$ cat config.mk
export PLATFORM = sky130hd
export DESIGN_NAME = sync_fifo_case
export DESIGN_NICKNAME = d
export VERILOG_FILES = /design/src/rtl/sync_fifo_case.sv
export SDC_FILE = /design/constraint.sdc
export NUM_CORES = 1
export LEC_CHECK = 0
export ABC_AREA = 1
export CAP_MARGIN = 10
export CORE_MARGIN = 2
export CORE_UTILIZATION = 40
export DETAILED_ROUTE_END_ITERATION = 10
export GPL_TIMING_DRIVEN = 0
export MAX_ROUTING_LAYER = met4
export PLACE_DENSITY = 0.57
export SKIP_CTS_REPAIR_TIMING = 1
export SLEW_MARGIN = 10
export SYNTH_ARGS = -nofsm -noshare
export SYNTH_HDL_FRONTEND = slang
export SYNTH_SLANG_ARGS = --single-unit
$ cat constraint.sdc
create_clock -name clk -period 2.69 [get_ports clk]
set_input_delay 0.538 -clock clk [delete_from_list [all_inputs] [get_ports clk]]
set_output_delay 0.538 -clock clk [all_outputs]
set_load 0.005 [all_outputs]
$ cat src/rtl/sync_fifo_case.sv
// Single-clock FIFO with registered read data and {we,re} case-decoded commands.
// Define SYNCH_FIFO_ASSERT_EN to compile the simulation-only concurrent assertions.
module sync_fifo_case #(
  parameter int WIDTH = 8,
  parameter int DEPTH = 8
) (
  input  logic             clk,
  input  logic             rst,
  input  logic             we,
  input  logic             re,
  input  logic [WIDTH-1:0] din,
  output logic [WIDTH-1:0] dout,
  output logic             f,
  output logic             e
);
  localparam int AW = $clog2(DEPTH);
  localparam int CW = AW + 1;

  logic [WIDTH-1:0] mem [DEPTH];
  logic [AW-1:0]    wptr, rptr;
  logic [CW-1:0]    count;
  logic             wr_ok, rd_ok;

  assign f = (count == CW'(DEPTH));
  assign e = (count == '0);

  // Each half of a simultaneous command is gated by its own flag only.
  always_comb begin
    wr_ok = 1'b0;
    rd_ok = 1'b0;
    case ({we, re})
      2'b10:   wr_ok = ~f;
      2'b01:   rd_ok = ~e;
      2'b11: begin
        wr_ok = ~f;
        rd_ok = ~e;
      end
      default: ;
    endcase
  end

  always_ff @(posedge clk) begin
    if (wr_ok) mem[wptr] <= din;
  end

  always_ff @(posedge clk or negedge rst) begin
    if (!rst) begin
      wptr  <= '0;
      rptr  <= '0;
      count <= '0;
      dout  <= '0;
    end else begin
      if (wr_ok) wptr <= wptr + AW'(1);
      if (rd_ok) begin
        rptr <= rptr + AW'(1);
        dout <= mem[rptr];
      end
      case ({wr_ok, rd_ok})
        2'b10:   count <= count + CW'(1);
        2'b01:   count <= count - CW'(1);
        default: ;
      endcase
    end
  end

`ifdef SYNCH_FIFO_ASSERT_EN
  logic [WIDTH-1:0] head;
  assign head = mem[rptr];

  a_cnt_max: assert property (@(posedge clk) disable iff (!rst) count <= CW'(DEPTH))
    else $error("count <= DEPTH violated: count=%0d", count);
  a_not_fe: assert property (@(posedge clk) disable iff (!rst) !(f && e))
    else $error("!(f && e) violated");
  a_cnt_trk: assert property (@(posedge clk) disable iff (!rst)
      1'b1 |=> count == $past(count) + CW'($past(wr_ok)) - CW'($past(rd_ok)))
    else $error("count != past(count) + writes - reads");
  a_rd_dout: assert property (@(posedge clk) disable iff (!rst)
      (re && !e) |=> dout == $past(head))
    else $error("accepted read did not update dout");
  a_wr_full: assert property (@(posedge clk) disable iff (!rst)
      (we && !re && f) |=> count == $past(count))
    else $error("write while full changed count");
`endif
endmodule

==> flow_results.org <==
** Status
- Result of the run :: finished, final reports clean

** Floorplan
- 22 I/O pins were placed.
- The floorplan has 34 rows.
- From left edge to right edge, the die measures ~100 um.
- Die Ht :: between 90 and 100 um
- Die area :: ~0.0099 sq mm
- Total core area :: between 0.008 and 0.009 sq mm
- Initial core utilization :: roughly two fifths

** CTS
- CTS placed an instance of sky130_fd_sc_hd__clkbuf_8 at the clock tree root.
- H-tree depth reported by CTS :: 3
- The longest clock path from root to sink contains 2 buffers.
- Inserted Clock Buffers :: 9
- Clock-pin slew was measured on the worst setup and hold paths at 0.09 ns.
- The clock net in this run drives a total of just over 80 sinks.
- Clock tree from TritonCTS :: done
- For the worst-skew pair, the clock arrives at the later sink with an insertion delay of around 0.36 ns.

** Hold path
- Worst min-delay path category :: reg -> reg
- Startpoint of the worst hold path :: dout[7]$_DFFE_PN0P_

** Detailed routing
- For this block, the routed nets add up to around 8000 um of wire.
- Violation count after the first detailed-route iteration :: between 150 and 200
- In the final routed layout, each cell accounts on average for about 16 um.
- Average vias per placed instance :: between 4 and 5
- Total via count after detailed routing :: around 2400
- For this run, design rule violations remaining after detail routing come to 0.
- Post-route ant nets :: 0
- Number of detailed-route iterations in the first pass :: 5

** Final layout
- From synthesis to final layout, the design area changed by 16.4%.
- Number of nets in the layout :: ~400
- Number of filler cells placed in the layout :: 802
- Antenna cell count :: 0
- Reg area :: 0.00237 sq mm
- Multi-input gate area in the final layout :: ~940 sq um
- Of the cells placed in the final design, the portion with a size suffix greater than 1 is under 10%.

** STA
- Worst relative slew slack :: 34.2%
- The clock period could shrink to approximately 2.3 ns.
- At the pin with the least slew margin, the transition time is roughly 0.98 ns.
- Setup violations remaining at the end of the flow were counted as 0.
- The hold violation total from the final report was 0.
- Based on the critical path, the design can be clocked at up to roughly 440 MHz.
- The max-slew violation count came to 0.
- Unrepaired setup endpoints after global routing :: no
- Final worst-path cycle share :: a little over four fifths
- Total negative slack :: 0 ns
- Worst Clk Skew :: 0.0122 ns

** Logic synthesis
- Mapped Cells :: around 360
- In this run the mean area of a mapped cell was roughly 10 sq um.
- The Yosys step of the flow raised 0 warnings.
- Flip-flop and latch count after synthesis :: 82
- Unique masters post-synth :: 22
- Synthesized area :: 0.00364 sq mm
- Sequential cells were found to cover approximately two thirds of the synthesized design area.
- Synthesized net count :: 379

** Flow run
- MaxCap Viol Count :: 0

** Setup path
- The worst setup path is launched from a register.
- STA puts the critical path data required time at ~3.0 ns.
- The critical path starts at count[1]$_DFFE_PN0P_.
- CP endpoint kind :: register
- Of all nets on the critical path, the largest fanout is 10.
- Worst Setup Path Type :: reg -> reg
- Worst path arrival time :: 2.58 ns
- The startpoint identified for the worst register-to-register timing path is count[1]$_DFFE_PN0P_.

** Power and ir drop
- Power density cells :: about 1100 mW/mm^2
- VDD sags by at most around 0.00047 V.
- Combinational share of power :: 36.4%
- Clk network pwr share :: between 20% and 30%
- Net switching power :: between 1.5 and 2 mW
- Internal Dissipation :: 2.91 mW
- The analysis attributes to cell leakage a power of approximately 1.9 nW.
- Switching share of power :: a little over a third
- The completed layout was analyzed and its total power is around 4.5 mW.
- Seq pwr share :: 39.3%

** Place
- Port buffer count :: 21
- Post-detailed-placement half-perimeter wirelength :: between 4000 and 5000 um
- Routability-driven placement finished with a final weighted congestion of approximately 0.81.

** GRT
- Vias in the first global route :: 2355
- GRT Util Overall :: approximately 18%
- Total grt overflow :: 0
- First-pass GRT wire length :: approximately 13000 um
- Largest net degree at the start of global routing :: 19
- The number of antenna violations at the first check in global routing is 0.
==> cells in the mapped netlist, drive strengths merged <==
library cell | number | area share (%)
buf | 12 | 2.4
or2 | 2 | 0.41
nor2 | 10 | 1.2
edfxtp | 64 | 53
xnor2 | 1 | 0.24
clkinv | 1 | 0.10
xor2 | 2 | 0.48
fa | 1 | 0.55
o21ai | 4 | 0.55
nand3 | 54 | 7.6
dfrtp | 18 | 12
nand2 | 125 | 13
inv | 62 | 6.4
ha | 5 | 1.7
==> power groups by stage <==
stage          registers [mW]  logic, mW  clock network, mW
4_1_cts                  1.78       1.67               1.12
3_5_place_dp             1.81       1.66                  0
5_1_grt                  1.82       1.88               1.17
2_1_floorplan            1.78       1.09                  0
3_3_place_gp             1.80       1.64                  0
6_report                 1.78       1.65               1.10
==> cell type report <==
cell class,instances,share of cell area [%]
Sequential cell,82,56.0
Multi-Input combinational cell,204,22.2
Inverter,63,5.59
Timing Repair Buffer,21,4.97
Clock buffer,10,3.25
Tap cell,108,3.19
Clock inverter,6,2.66
Buffer,12,2.07
==> metrics by stage <==
step | hold WS (ns) | util, % | instances | worst slack, ns | instance area (sq um)
6_report | 0.483 | 48.3 | 506 | 0.408 | 4230
5_1_grt | 0.513 | 48.3 | 506 | 0.242 | 4230
4_1_cts | 0.488 | 48.3 | 506 | 0.397 | 4230
3_5_place_dp | 0.465 | 45.4 | 490 | 0.0915 | 3980
3_3_place_gp | 0.465 | 45.4 | 490 | 0.102 | 3980
2_1_floorplan | 0.242 | - | 361 | 0.662 | 3640
==> flip-flops by register name (all words and copies together) (netlist names) <==
signal,flops
wptr,3
mem,64
dout,8
count,4
rptr,3
==> worst max-delay path, stage by stage, from the launching register on <==
cell                      delay (ns)
sky130_fd_sc_hd__dfrtp_1        0.43
sky130_fd_sc_hd__nor2_2         0.15
sky130_fd_sc_hd__nand3_2        0.11
sky130_fd_sc_hd__nand2_4        0.18
sky130_fd_sc_hd__inv_2          0.08
sky130_fd_sc_hd__buf_6          0.15
sky130_fd_sc_hd__ha_1           0.23
sky130_fd_sc_hd__ha_1           0.31
sky130_fd_sc_hd__or2_2          0.29
sky130_fd_sc_hd__nand2_1        0.08
sky130_fd_sc_hd__nand3_1        0.07
sky130_fd_sc_hd__nand2_1        0.06
sky130_fd_sc_hd__nand2_1        0.05
sky130_fd_sc_hd__nand2_1        0.05
==> logic make-up (layout without fill, tap and decap cells) <==
| kind of cell | count (synthesis) | count (layout) | share of synthesized area [%] |
|---|---|---|---|
| xor+xnor | 3 | 3 | 0.723 |
| compound gates | 4 | 4 | 0.550 |
| buf+inv | 75 | 112 | 8.91 |
| fa+ha+maj | 6 | 6 | 2.27 |
| simple gates | 191 | 191 | 22.3 |
| flops | 82 | 82 | 65.2 |
==> cell usage in the layout, fill, tap and decap left out <==
master,n
sky130_fd_sc_hd__inv_1,59
sky130_fd_sc_hd__nor2_2,2
sky130_fd_sc_hd__o21ai_0,4
sky130_fd_sc_hd__dfrtp_1,18
sky130_fd_sc_hd__buf_4,1
sky130_fd_sc_hd__clkinv_2,1
sky130_fd_sc_hd__nand2_2,1
sky130_fd_sc_hd__clkinv_1,1
sky130_fd_sc_hd__nand2_4,1
sky130_fd_sc_hd__fa_1,1
sky130_fd_sc_hd__clkdlybuf4s50_1,21
sky130_fd_sc_hd__ha_1,5
sky130_fd_sc_hd__or2_2,1
sky130_fd_sc_hd__inv_6,1
sky130_fd_sc_hd__xnor2_1,1
sky130_fd_sc_hd__buf_2,7
sky130_fd_sc_hd__clkbuf_8,10
sky130_fd_sc_hd__or2_4,1
sky130_fd_sc_hd__nand2_1,123
sky130_fd_sc_hd__clkinv_4,1
sky130_fd_sc_hd__inv_2,3
sky130_fd_sc_hd__edfxtp_1,64
sky130_fd_sc_hd__xor2_1,2
sky130_fd_sc_hd__nand3_2,1
sky130_fd_sc_hd__nor2_1,8
sky130_fd_sc_hd__bufinv_16,3
sky130_fd_sc_hd__nand3_1,53
sky130_fd_sc_hd__buf_6,4
==> worst paths after layout <==
check	to	slack, ns	cells after the start
setup reg to reg	count[3]$_DFFE_PN0P_	0.41	13
max in group asynchronous	dout[6]$_DFFE_PN0P_	1.40	1
min in group asynchronous	dout[7]$_DFFE_PN0P_	0.70	1
setup / recovery	count[3]$_DFFE_PN0P_	0.41	13
hold reg to reg	dout[7]$_DFFE_PN0P_	0.48	2
hold / removal	dout[7]$_DFFE_PN0P_	0.48	2
==> layer usage <==
metal | vias up | global-route usage [%] | wire [um] | share of wire, %
met5 | - | - | 0 | 0
met4 | 0 | 7.48 | 144 | 1.8
met3 | 17 | 3.23 | 485 | 6.1
met2 | 78 | 26.8 | 3800 | 48
met1 | 1146 | 24.8 | 3520 | 44
li1 | 1208 | - | - | -
No activity file was read; power rests on OpenSTA's default activity.
